**config.mk**
```make
export PLATFORM = sky130hd
export DESIGN_NAME = wb_console_mon
export DESIGN_NICKNAME = d
export VERILOG_FILES = /design/src/rtl/wb_console_mon.sv
export SDC_FILE = /design/constraint.sdc
export NUM_CORES = 1
export LEC_CHECK = 0
export ABC_AREA = 1
export ABC_CLOCK_PERIOD_IN_PS = 3930
export CAP_MARGIN = 30
export CORE_AREA = 2 2 144 146
export CTS_CLUSTER_DIAMETER = 200
export DETAILED_ROUTE_END_ITERATION = 8
export DIE_AREA = 0 0 146 148
export PLACE_DENSITY = 0.8
export SETUP_SLACK_MARGIN = 0.02
export SYNTH_ARGS = -nofsm -noshare
export SYNTH_HDL_FRONTEND = slang
export SYNTH_SLANG_ARGS = --single-unit
```
**constraint.sdc**
```tcl
create_clock -name clk_i -period 3.93 [get_ports clk_i]
set_clock_uncertainty 0.15 [all_clocks]
set_input_delay 0.5895 -clock clk_i [delete_from_list [all_inputs] [get_ports clk_i]]
set_output_delay 0.5895 -clock clk_i [all_outputs]
set_load 0.01 [all_outputs]
```
**src/rtl/wb_console_mon.sv**
```systemverilog
// wb_console_mon
// Console monitor that snoops the CPU data-memory Wishbone bus. Byte writes to
// the console register are captured into a show-ahead FIFO, a rolling 4-byte
// window is matched against a pass and a fail string, and a watchdog flags a
// program that stops printing. Status outputs drive bench exit or board LEDs.
//
// Ports:
//   clk_i, rst_i            clock, asynchronous active-high reset
//   wb_adr_i/sel_i/stb_i    snooped register address, region select, strobe
//   wb_we_i, wb_dat_i       write enable, write data low byte
//   rd_i                    pop FIFO head
//   rdat_o                  FIFO head byte (0 when empty)
//   empty_o, full_o         FIFO status
//   overflow_o              sticky: a captured byte was dropped
//   char_cnt_o              captured-byte count, saturating
//   pass_o, fail_o          sticky pattern-match flags
//   timeout_o               sticky watchdog flag
//   busy_o                  high while still running
//   state_o                 FSM state (RUN=0, PASS=1, FAIL=2, TIMEOUT=3)
//
// Handshake: a capture is one event per rising edge of wb_stb_i (qualified by
// sel/we/address); there is no back-pressure toward the bus. A FIFO read
// completes on any clock edge where rd_i=1 and empty_o=0; rdat_o is the head
// before that edge.
module wb_console_mon #(
  parameter int          ADR_W      = 5,
  parameter int          CON_ADR    = 0,
  parameter int          FIFO_DEPTH = 16,
  parameter int          PASS_LEN   = 4,
  parameter logic [31:0] PASS_PAT   = "DONE",
  parameter int          FAIL_LEN   = 3,
  parameter logic [31:0] FAIL_PAT   = "ERR",
  parameter int          TIMEOUT    = 600000
) (
  input  logic             clk_i,
  input  logic             rst_i,
  input  logic [ADR_W-1:0] wb_adr_i,
  input  logic             wb_sel_i,
  input  logic             wb_stb_i,
  input  logic             wb_we_i,
  input  logic [7:0]       wb_dat_i,
  input  logic             rd_i,
  output logic [7:0]       rdat_o,
  output logic             empty_o,
  output logic             full_o,
  output logic             overflow_o,
  output logic [15:0]      char_cnt_o,
  output logic             pass_o,
  output logic             fail_o,
  output logic             timeout_o,
  output logic             busy_o,
  output logic [1:0]       state_o
);

  localparam int AW   = $clog2(FIFO_DEPTH);
  localparam int PB   = 8 * PASS_LEN;
  localparam int FB   = 8 * FAIL_LEN;
  localparam int WD_W = (TIMEOUT > 1) ? $clog2(TIMEOUT) : 1;
  localparam logic [WD_W-1:0] WD_LAST = (TIMEOUT > 0) ? WD_W'(TIMEOUT - 1) : '0;

  typedef enum logic [1:0] {
    ST_RUN     = 2'd0,
    ST_PASS    = 2'd1,
    ST_FAIL    = 2'd2,
    ST_TIMEOUT = 2'd3
  } state_t;

  state_t          state, state_nxt;
  logic            stb_q;
  logic            cap_ev, cap, cap_q;
  logic [31:0]     window;
  logic [WD_W-1:0] wdog;
  logic            wd_hit, pass_hit, fail_hit;
  logic [AW:0]     wr_ptr, rd_ptr;
  logic [7:0]      mem [FIFO_DEPTH];
  logic            push, pop;

  // Rising-edge strobe qualification: a held strobe captures only once.
  assign cap_ev = wb_sel_i & wb_we_i & wb_stb_i & ~stb_q &
                  (wb_adr_i == ADR_W'(CON_ADR));
  assign cap    = cap_ev & (state == ST_RUN);

  // Matching looks at the window register, so it only means something on the
  // cycle right after a capture updated it (cap_q).
  assign pass_hit = cap_q & (window[PB-1:0] == PASS_PAT[PB-1:0]);
  assign fail_hit = cap_q & (window[FB-1:0] == FAIL_PAT[FB-1:0]);

  // A capture on the last watchdog cycle rescues the run.
  assign wd_hit = (TIMEOUT != 0) & (state == ST_RUN) & ~cap & (wdog == WD_LAST);

  assign empty_o = (wr_ptr == rd_ptr);
  assign full_o  = (wr_ptr[AW] != rd_ptr[AW]) && (wr_ptr[AW-1:0] == rd_ptr[AW-1:0]);
  assign pop     = rd_i & ~empty_o;
  // A pop on the same edge frees the slot, so a full FIFO still accepts.
  assign push    = cap & (~full_o | pop);
  assign rdat_o  = empty_o ? 8'h00 : mem[rd_ptr[AW-1:0]];

  always_comb begin
    state_nxt = state;
    busy_o    = 1'b0;
    pass_o    = 1'b0;
    fail_o    = 1'b0;
    timeout_o = 1'b0;
    state_o   = state;
    case (state)
      ST_RUN: begin
        busy_o = 1'b1;
        if (fail_hit)      state_nxt = ST_FAIL;   // fail wins a tie
        else if (pass_hit) state_nxt = ST_PASS;
        else if (wd_hit)   state_nxt = ST_TIMEOUT;
      end
      ST_PASS:    pass_o    = 1'b1;
      ST_FAIL:    fail_o    = 1'b1;
      ST_TIMEOUT: timeout_o = 1'b1;
      default:    state_nxt = ST_RUN;
    endcase
  end

  always_ff @(posedge clk_i or posedge rst_i) begin
    if (rst_i) begin
      state      <= ST_RUN;
      stb_q      <= 1'b0;
      cap_q      <= 1'b0;
      window     <= '0;
      wdog       <= '0;
      char_cnt_o <= '0;
      overflow_o <= 1'b0;
      wr_ptr     <= '0;
      rd_ptr     <= '0;
    end else begin
      state <= state_nxt;
      stb_q <= wb_stb_i;
      cap_q <= cap;
      if (cap) begin
        window <= {window[23:0], wb_dat_i};
        if (char_cnt_o != 16'hFFFF) char_cnt_o <= char_cnt_o + 16'd1;
        if (!push) overflow_o <= 1'b1;
      end
      if ((TIMEOUT != 0) && (state == ST_RUN)) begin
        if (cap)          wdog <= '0;
        else if (!wd_hit) wdog <= wdog + 1'b1;
      end
      if (push) wr_ptr <= wr_ptr + 1'b1;
      if (pop)  rd_ptr <= rd_ptr + 1'b1;
    end
  end

  // Storage needs no reset: contents are only visible through rdat_o when
  // the pointers say the entry is live.
  always_ff @(posedge clk_i) begin
    if (push) mem[wr_ptr[AW-1:0]] <= wb_dat_i;
  end

endmodule

```
==> reports/qor.yml <==
placed_design:
  dp_hpwl_mm: 15.1
  place_congestion: 0.866
  place_area_um2: 10600
  portBuffers: 51
drt:
  viasPerCell: 5.39
  first_pass_iters: 7
  vias: 7646
  routedWlPerCell_um: 16.2
  routed_wl_mm: 23.0
  drt_iter0_drc: 694
  ant_nets: 0
  drc_errors: 0
logic_synthesis:
  netlist_top_cells_count: "nand2_1, nor2_1, edfxtp_1"
  yosys-top-cells-area: "edfxtp_1, dfrtp_1, nand2_1, nor2_1, o21ai_0"
  yosys.area.top_type: "edfxtp_1"
  synthArstFlopShare_pct: 39.3
  ys_seq_area_share_pct: 59.9
  synth_nets: 1110
  yosysUniqueCellTypes: 30
  synth_flop_cell: "edfxtp_1"
  synth_seq_cells: 211
  synth_area_per_cell_um2: 9.12
  synth_top_cell_area_share_pct: 38.9
  netlist_area_um2: 9880
  yosysWarnings: 0
  synth.most_common_cell: "nand2_1"
  synth_edf_count: 128
  syn_inst: 1084
global_route:
  grt_usage_pct: 21.4
  grt_pass1_wl_mm: 37.6
  antenna_found_initial: 0
  grt_max_degree: 68
  grt_overflow_total: 0
  grt_pass1_vias: 7273
clock_network:
  cts_buffers: 23
  clock_latency_ns: 0.53
  clk_pin_slew_ns: 0.06
  htreeDepth: 1
  root_buffer: "clkbuf_16"
  postCtsHoldBufs: 0
  cts_tree: "yes"
  clockBufferDepth: 3
  cts.sinks: 211
hold_path:
  hold_path_class: "flip-flop to flip-flop"
  min_to: "overflow_o"
  hold_depth: 1
  hp-start: "overflow_o"
floorplan:
  initial_core_util_pct: 49.3
  die_h_um: 148
  ios: 52
  core-area_um2: 20000
  die_w_um: 146
  die-area_um2: 21600
  num_rows: 52
critical_path:
  cp_slowest_cell: "clkdlybuf4s50_1"
  endpoint_kind: "primary output"
  r2r_start: "rd_ptr[0]"
  crit_fanout: 27
  crit_top_cell: "nand2_1"
  reg2reg_to: "mem[1][7]"
  worstPathRequired_ns: 3.19
  path_class: "flip-flop to primary output"
  cp_data_arrival_time_ns: 2.92
  critPathLaunchType: "flip-flop"
  path_cells: "inv_2 > nand2_1 > nand2_1 > nor2_1 > nand3_1 > nand2_1 > nor2_1 > clkdlybuf4s50_1"
  r2r_cells: 8
  rrSetupSlack_ns: 1.26
  cpPeakStageDelay_ns: 0.55
power:
  leakagePower_nw: 4.47
  finalPower_mw: 6.21
  power_frac_seq_pct: 38.9
  cellPowerDensity_nw_per_um2: 544
  p_sw_mw: 1.92
  ir_drop_uv: 373
  combPwrFrac_pct: 25.4
  clkPwrFrac_pct: 35.7
  p_int_mw: 4.29
  switching_share_pct: 30.9
timing:
  hold_viol_final: 0
  slew_violations: 0
  tightest_slew_ns: 0.836
  post-route-period-util_pct: 93.2
  period_minus_slack_ns: 3.66
  clock.fmax_mhz: 273
  fin_tns_setup_ns: 0
  hold_ws_ns: 0.329
  slew_headroom_pct: 44.2
  setup_viol: 0
  rsz0062_at_grt: "no"
run_status:
  status: "completed"
cells_and_area:
  nets: 1157
  postLayoutCellArea_um2: 11400
  drive_above_1_share_pct: 5.92
  n_antenna_cell: 0
  synthToLayoutAreaGrowth_pct: 15.7
run:
  maxCapViolations: 0
sequential cells by signal, summed over array words and instances, names as in the netlist:
signal / count
cap_q: 1
char_cnt_o: 16
mem: 128
overflow_o: 1
rd_ptr: 5
state_o: 2
stb_q: 1
wdog: 20
window: 32
wr_ptr: 5
per-layer routing:
metal	vias up	part of all wire (%)	track usage [%]
met5	-	0	0
met4	0	2.0	5.92
met3	41	6.1	3.15
met2	273	49	36.3
li1	3682	-	-
met1	3650	43	29.2
layout by cell type (no fill, tap or decap), drive strengths merged:
cell type and count:
edfxtp 128, nor2 217, xor2 20, nor3b 1
a21oi 13, inv 74, ha 7, clkbuf 31
bufinv 3, nand3 61, xnor2 10, o21ai 129
o21bai 1, clkdlybuf4s50 51, clkinv 10, dfrtp 83
buf 13, o211ai 16, nand2 251, nor3 16
nand4 13
critical path: cells and delay by family, from the launching register on:
kind                   cells  cell delay, ns
buffers and inverters      2            0.95
AND/OR/NAND/NOR            6            1.02
flip-flops                 1            0.42
power groups by stage:
stage	Clock, mW	Combinational, mW	Sequential (mW)
2_1_floorplan	0	1.00	2.45
3_3_place_gp	0	1.50	2.45
3_5_place_dp	0	1.56	2.46
4_1_cts	2.25	1.56	2.41
5_1_grt	2.34	1.73	2.42
6_report	2.22	1.58	2.41
layout make-up:
cell class | instances | area [um2]
well taps | 270 | 338
fillers | 1722 | 8610
repair buffers | 64 | 624
flip-flops and latches | 211 | 5920
inverters | 76 | 287
multi-input cells | 755 | 3470
clock inverters | 11 | 154
clock buffers | 31 | 636
worst max-delay path by stage:
stage,from,to,slack (ns),depth (start not counted)
final,rd_ptr[0],rdat_o[7],0.27,8
after floorplan,rst_i,cap_q,1.05,1
after CTS,rd_ptr[0],rdat_o[7],0.15,8
after global placement,rd_ptr[0],rdat_o[6],0.81,8
after detailed placement,rd_ptr[0],rdat_o[0],0.70,8
after global routing,rd_ptr[0],rdat_o[0],0.04,11
repair_timing:
action	4_1_cts	5_1_grt
setup endpoints to repair	0	2
gates resized for setup	0	1
setup buffers	0	0
per-stage QoR:
stage | cells | util [%] | setup WS, ns
after detailed placement | 1376 | 53.1 | 0.696
final | 1418 | 57.0 | 0.267
after global placement | 1376 | 53.1 | 0.809
after floorplan | 1084 | - | 1.05
after CTS | 1418 | 57.0 | 0.152
after global routing | 1418 | 57.0 | 0.0360
cell families after synthesis:
| kind of cell | count (synthesis) | synth area share [%] |
|---|---|---|
| xor gates and xnor gates | 30 | 2.66 |
| AOI/OAI and AO/OA | 159 | 8.48 |
| buffers and inverters | 118 | 4.99 |
| DFF | 211 | 59.9 |
| adders and majority gates | 7 | 0.886 |
| and+or+nand+nor | 559 | 23.1 |
Power figures use the tool's default switching activity.
